### src/rtl/knapsack_subset_scanner.sv
// Walks every item subset past the combinational knapsack checker and streams
// the accepted subsets out through a single-entry valid/ready slot.
module knapsack_subset_scanner #(
    parameter int unsigned N_ITEMS = 5,
    parameter int unsigned CNT_W   = N_ITEMS + 1
) (
    input  logic               clk,
    input  logic               rst_n,
    input  logic               start,
    output logic               busy,
    output logic               done,
    output logic [N_ITEMS-1:0] cand,
    input  logic               cand_ok,
    output logic               sol_valid,
    input  logic               sol_ready,
    output logic [N_ITEMS-1:0] sol_data,
    output logic [CNT_W-1:0]   sol_count
);

    typedef enum logic [1:0] {
        ST_IDLE,
        ST_SCAN,
        ST_DRAIN,
        ST_DONE
    } state_t;

    localparam logic [N_ITEMS-1:0] CAND_LAST = '1;

    state_t             state, state_nx;
    logic [N_ITEMS-1:0] cand_nx;
    logic               sol_valid_nx;
    logic [N_ITEMS-1:0] sol_data_nx;
    logic [CNT_W-1:0]   sol_count_nx;
    logic               xfer;
    logic               stall;

    assign xfer  = sol_valid & sol_ready;
    assign stall = cand_ok & sol_valid & ~sol_ready;

    // Next-state and slot update
    always_comb begin
        state_nx     = state;
        cand_nx      = cand;
        sol_valid_nx = sol_valid;
        sol_data_nx  = sol_data;
        sol_count_nx = sol_count;
        unique case (state)
            ST_IDLE: begin
                if (start) begin
                    state_nx     = ST_SCAN;
                    cand_nx      = '0;
                    sol_count_nx = '0;
                end
            end
            ST_SCAN: begin
                if (!stall) begin
                    if (cand_ok) begin
                        sol_data_nx  = cand;
                        sol_valid_nx = 1'b1;
                        sol_count_nx = sol_count + CNT_W'(1);
                    end else if (xfer) begin
                        sol_valid_nx = 1'b0;
                    end
                    // Skip DRAIN when the slot is already empty after the last candidate
                    if (cand == CAND_LAST) begin
                        state_nx = sol_valid_nx ? ST_DRAIN : ST_DONE;
                    end else begin
                        cand_nx = cand + N_ITEMS'(1);
                    end
                end
            end
            ST_DRAIN: begin
                if (!sol_valid || xfer) begin
                    sol_valid_nx = 1'b0;
                    state_nx     = ST_DONE;
                end
            end
            ST_DONE: begin
                state_nx = ST_IDLE;
            end
            default: begin
                state_nx = ST_IDLE;
            end
        endcase
    end

    // State and registered outputs
    always_ff @(posedge clk or negedge rst_n) begin
        if (!rst_n) begin
            state     <= ST_IDLE;
            cand      <= '0;
            sol_valid <= 1'b0;
            sol_data  <= '0;
            sol_count <= '0;
            busy      <= 1'b0;
            done      <= 1'b0;
        end else begin
            state     <= state_nx;
            cand      <= cand_nx;
            sol_valid <= sol_valid_nx;
            sol_data  <= sol_data_nx;
            sol_count <= sol_count_nx;
            busy      <= (state_nx == ST_SCAN) || (state_nx == ST_DRAIN);
            done      <= (state_nx == ST_DONE);
        end
    end

endmodule
### config.mk
export PLATFORM = sky130hd
export DESIGN_NAME = knapsack_subset_scanner
export DESIGN_NICKNAME = d
export VERILOG_FILES = /design/src/rtl/knapsack_subset_scanner.sv
export SDC_FILE = /design/constraint.sdc
export NUM_CORES = 1
export LEC_CHECK = 0
export ABC_AREA = 1
export CAP_MARGIN = 5
export CORE_MARGIN = 5
export CORE_UTILIZATION = 40
export CTS_CLUSTER_DIAMETER = 30
export DETAILED_ROUTE_END_ITERATION = 10
export PLACE_DENSITY_LB_ADDON = 0.15
export SLEW_MARGIN = 20
export SYNTH_ARGS = -nofsm -noshare
export SYNTH_HDL_FRONTEND = slang
export SYNTH_SLANG_ARGS = --single-unit
export TNS_END_PERCENT = 100
### constraint.sdc
create_clock -name clk -period 4.5 [get_ports clk]
set_clock_uncertainty 0.2 [all_clocks]
set_input_delay 0.9 -clock clk [delete_from_list [all_inputs] [get_ports clk]]
set_output_delay 0.9 -clock clk [all_outputs]
set_load 0.02 [all_outputs]
==> results of run 1 <==
==> state kept, by name, summed over array words and instances (netlist names) <==
name	flops
state	2
done	1
sol_valid	1
busy	1
sol_data	5
cand	5
sol_count	6
==> routing by layer <==
metal	global-route usage, %	wire (um)	up-vias
met3	3.68	99	4
li1	-	-	464
met2	21.8	1120	15
met1	13.8	992	432
met5	0	0	-
met4	3.17	19	0
==> worst max-delay path by stage <==
stage            startpoint      endpoint  slack [ps]  depth (start not counted)
4_1_cts        sol_count[0]  sol_count[0]        1960                          1
2_1_floorplan     sol_ready          busy        2510                          7
5_1_grt        sol_count[0]  sol_count[0]        1900                          1
3_5_place_dp        cand_ok          busy        1900                          5
6_report            cand[0]       cand[0]        1990                          1
3_3_place_gp        cand_ok          busy        1990                          7
==> final cells by class <==
| type | instances | area share (%) |
|---|---|---|
| Multi-Input combinational cell | 89 | 39.0 |
| Sequential cell | 21 | 36.4 |
| Timing Repair Buffer | 23 | 15.9 |
| Clock buffer | 4 | 1.82 |
| Tap cell | 31 | 2.68 |
| Inverter | 15 | 4.24 |
==> placed cells by master, fill, tap and decap left out <==
master	instances
inv_6	1
nand3_2	5
nand2_2	4
nand4_1	2
nand2_4	3
ha_1	4
o21bai_1	3
nand2_1	34
o21ai_2	7
clkbuf_1	1
nor2_4	1
nor3_1	1
dfrtp_1	21
inv_1	13
a21oi_1	1
clkdlybuf4s50_1	23
clkbuf_4	3
o21ai_1	11
nand3_1	4
or2_2	1
o21ai_0	1
inv_2	1
a21oi_2	1
nand3_4	3
nor2_1	3
==> logic make-up after synthesis <==
group                      Yosys count
AOI/OAI and AO/OA                   24
adders and majority gates            4
buffers and inverters               17
DFF                                 21
and+or+nand+nor                     61
==> power breakdown <==
group          internal (uW)  switching [uW]
Clock                   34.5            57.8
Sequential               267            87.2
Combinational            256             334
Total                    558             479
==> worst reg2reg max path, cell delays in order (launching register included) <==
cell and delay, ps:
dfrtp_1 460, ha_1 200, inv_1 50, nor3_1 140
ha_1 190, o21ai_0 120, o21ai_1 180, nand2_1 80
ha_1 280
==> stage by stage <==
step                      hold WS, ps  utilization (%)
after global placement            272             50.6
after floorplan                   394                -
after CTS                         301             51.5
final                             294             51.5
after detailed placement          272             50.6
after global routing              322             51.5
==> metrics.txt, run 1 <==
outcome finished, final reports clean; placed cell area approximately 1400 sq um; RSZ-0062 raised after global routing false; gpl congestion 0.853; synth unique cells 24; crit path DAT 1410 ps; max incr delay on CP 640 ps; Place WS 1900 ps; synth top area cells dfrtp_1 (44%), nand2_1 (11%), o21ai_2 (5.2%), o21ai_1 (4.7%), nand3_4 (4.4%); Max Slew Vio Count 0; Maximum Capacitance Violations 0; via count ~920; Core Region 2810 sq um; area taken by multi-input logic gates between 500 and 600 sq um; kind of critical path flop to output pin; Data required, critical path 3400 ps; Post-synth top cells nand2_1 (34), dfrtp_1 (21), inv_1 (13); DRT Wirelength around 2200 um; initial core utilization 42.1%; most common cell in the netlist nand2_1; syn_area_per_cell 9.30 sq um; final hold vios 0; Hold Path Class flop to flop; Syn. warnings 0; Clock Sinks 21; hpwl dp around 1700 um; period utilisation layout 55.7%; H-tree depth 1; GRT Util Overall 12.1%; worst hold path endpoint sol_data[1]; Net count, final 162; syn_nets 136; Worst Tran Pin Value about 950 ps; input/output buffers 23; crit path buf inv count 1; Synth Area in Adders 4.24%; Worst R2R Setup Slack 2500 ps; GRT Residual Overflow 0; Die W 64.3 um; worst rel slew slack 36.4%; Cell Area, Synth roughly 1200 sq um; first-pass GRT wire length 4020 um; cell count after placement approximately 180; # Post-CTS Setup Buffers 0; Synth Area in Compound Gates between 10% and 20%; Die ar. 4140 sq um; DR DRC count 0; Synth Register Bits 21; vias in the first global route 914; XOR/XNOR Fraction of Synth Area 0%; Top Family by Delay on Critical Path buffers and inverters; critical path launch point type flop; DRT iter0 DRCs 43; CTS tree yes; P_leak 0.000656 uW; worst r2r path cells 8; Achievable Freq between 300 and 400 MHz; latest clock arrival within the worst-skew pair 300 ps; Synth Area in Simple Gates between 30% and 40%; n_diodes 0; Clk pin slew, worst setup/hold paths 120 ps; hold buffers post-CTS 0; sequential area share after synthesis between 40 and 50%; CTS Buf Count 3; worst r2r src cand[0]; Critical Path End Type output pin; CP max-delay cell clkdlybuf4s50_1; initial antenna violation count 0; Top-Level Pins 24; Via density 5.00; Area Growth Syn to Fin 22.4%; post-synth top area cell dfrtp_1; proportion of layout cells with a drive suffix above 1 19.7%; Setup-failing EPs final 0; fin cells approximately 180; Pwr Total approximately 1000 uW; Post-CTS Resized 0; VDD IR max ~0.35 mV; average wire per standard cell 12.2 um; Hold Path Cell Cnt 2; largest family of logic cells by synthesized area simple AND/OR/NAND/NOR gates; Fillers 285; Final Worst Setup Slack approximately 2000 ps; Post-synth ARST share 100%; Pre-Repair DR Iteration Count 2; Die Height 64.3 um; Synth Flop Type dfrtp_1; post-route ant nets 0; largest net degree at the start of global routing 22; number of flops mapped to enable cells by yosys 0; R2R Path End busy; Pwr Density 718 nW/um^2; Synth top area share between 40 and 50%; Tmin final 2510 ps; worst-path fanout max 6; CTS Buffer Depth 2; final instance area 1450 sq um; TNS Setup 0 ps; Post-Syn Instances 127; mux share of post-synthesis cell area 0%; Root Driver clkbuf_4; FP Rows 19; worst hold start sol_data[1]; crit-path cells clkdlybuf4s50_1; FF/Latch Area 526 sq um
No activity file was read; power rests on OpenSTA's default activity.
==> inputs of run 2 (changes only) <==
==> constraint.sdc (replaced) <==
create_clock -name clk -period 2.07 [get_ports clk]
set_clock_uncertainty 0.2 [all_clocks]
set_input_delay 0.414 -clock clk [delete_from_list [all_inputs] [get_ports clk]]
set_output_delay 0.414 -clock clk [all_outputs]
set_load 0.02 [all_outputs]
==> metrics.txt, run 2 (synthesis gave the netlist of run 1 again) <==
Max Slew Vio Count 0 (unchanged); Critical Path End Type output pin; Place WS 83.3 ps (-1820 ps); largest register by flop count sol_count; Via density 4.91 (-1.7%); worst-path fanout max 5 (-1); Final Worst Setup Slack 63.9 ps (-1930 ps); biggest regs sol_count x6, cand x5, sol_data x5; VDD IR max 0.791 mV (+130%); average wire per standard cell 12.2 um (-0.16%); DR DRC count 0 (unchanged); crit-path cells buf_4 -> clkdlybuf4s50_1; CTS Buffer Depth 2 (unchanged); Area Growth Syn to Fin 25.6%; initial core utilization 42.1% (unchanged); final hold vios 0 (unchanged); latest clock arrival within the worst-skew pair 290 ps (about the same); Sw Share 45.8% (-0.43 points); Setup-failing EPs final 0 (unchanged); H-tree depth 1 (unchanged); initial antenna violation count 0 (unchanged); Hold Path Class primary input to async pin; DRT iter0 DRCs 36 (-16%); proportion of layout cells with a drive suffix above 1 22.4% (+2.7 points); Worst R2R Setup Slack 210 ps (-2290 ps); n_diodes 0 (unchanged); P_leak 0.000705 uW (+7.4%); worst rel slew slack 81.7% (+45 points); Top Family by Delay on Critical Path buffers and inverters; via count 919 (+0.44%); Core Region 2810 sq um (unchanged); Net count, final 166 (+2.5%); GRT Util Overall 12.1% (+0.023 points); Die Height 64.3 um (unchanged); Root Driver clkbuf_4; Clk pin slew, worst setup/hold paths 120 ps (about the same); input/output buffers 23 (unchanged); Die ar. 4140 sq um (unchanged); crit path buf inv count 2 (+1); Data required, critical path 1460 ps (-1940 ps); Pwr Density 1540 nW/um^2 (+110%); gpl congestion 0.817 (-4.2%); max FFs per register 6 (unchanged); GRT Residual Overflow 0 (unchanged); Clock Sinks 21 (unchanged); Die W 64.3 um (unchanged); Combinational Power Share 58.4% (+1.5 points); Top-Level Pins 24 (unchanged); vias in the first global route 912 (-0.22%); CP max-delay cell clkdlybuf4s50_1; first-pass GRT wire length 4070 um (+1.2%); worst r2r path cells 7 (-1); Maximum Capacitance Violations 0 (unchanged); total internal power 1240 uW (+120%); largest net degree at the start of global routing 22 (unchanged); most common cell after layout, fill and taps aside nand2_1; worst r2r src cand[2]; crit path DAT 1390 ps (-20 ps); period utilisation layout 96.9%; hpwl dp 1730 um (+1.5%); Achievable Freq 498 MHz; outcome finished, final reports clean; most frequent cells in the layout nand2_1 (34), dfrtp_1 (20), clkdlybuf4s50_1 (20); critical path launch point type flop; max incr delay on CP 600 ps (-40 ps); worst setup path startpoint cand[1]; post-route ant nets 0 (unchanged); DRT Wirelength 2270 um (+2.0%); RSZ-0062 raised after global routing false; critical path endpoint cand[1]; CTS Buf Count 3 (unchanged); Tmin final 2010 ps; Worst path depth 2 (+1); CTS tree yes; Pwr Total 2280 uW (+120%); Worst Tran Pin Value 274 ps (-677 ps); Reg power frac 33.1% (-1.1 points); kind of critical path flop to output pin; R2R Path End busy; sw power 1040 uW (+120%); TNS Setup 0 ps (unchanged); FP Rows 19 (unchanged); Pre-Repair DR Iteration Count 4 (+2); Clock power frac 8.5% (-0.4 points)
[run 2: metrics by stage]
step | hold WS [ps] | instances | util, % | instance area [sq um]
2_1_floorplan | -81.6 | 127 | - | 1180
3_3_place_gp | 271 | 183 | 51.7 | 1450
3_5_place_dp | 273 | 183 | 51.7 | 1450
4_1_cts | 255 | 187 | 52.6 | 1480
5_1_grt | 271 | 187 | 52.9 | 1480
6_report | 253 | 187 | 52.9 | 1480
[run 2: cell type report]
cell class / instances / area, sq um
sequential: 21 / 527
fill: 261 / 1320
timing repair buffer: 27 / 268
multi-input combinational: 89 / 563
inverter: 15 / 61.3
tap: 31 / 38.8
clock buffer: 4 / 26.3
[run 2: repair_timing]
item | CTS | global route
setup endpoints to repair | 0 | 4
setup buffers | 0 | 0
hold buffers | 0 | 0
gates resized for setup | 0 | 4
[run 2: power groups by stage]
stage	clock (uW)	sequential [uW]	combinational [uW]
detailed placement	0	762	1350
global route	224	784	1480
global placement	0	758	1330
finish	194	755	1330
floorplan	0	944	718
CTS	207	754	1360
[run 2: worst min-delay path by stage]
stage,start,end,slack [ps],cells past startpoint
after detailed placement,sol_data[1],sol_data[1],270,2
after global placement,sol_data[1],sol_data[1],270,2
after global routing,rst_n,cand[1],270,2
final,rst_n,cand[2],250,2
after floorplan,rst_n,busy,-80,0
after CTS,rst_n,busy,260,2
[run 2: worst reg2reg max path, cell delays in order, from the launching register on]
cell	delay (ps)
dfrtp_1	450
inv_1	110
nor3_1	180
ha_1	200
o21ai_0	110
o21ai_1	170
nand2_1	70
ha_1	260
[run 2: metal layers]
layer | GRT usage [%] | share of wire, %
met1 | 15.1 | 46
met2 | 20.9 | 50
met3 | 2.98 | 4.1
met4 | 3.17 | 0.53
met5 | 0 | 0
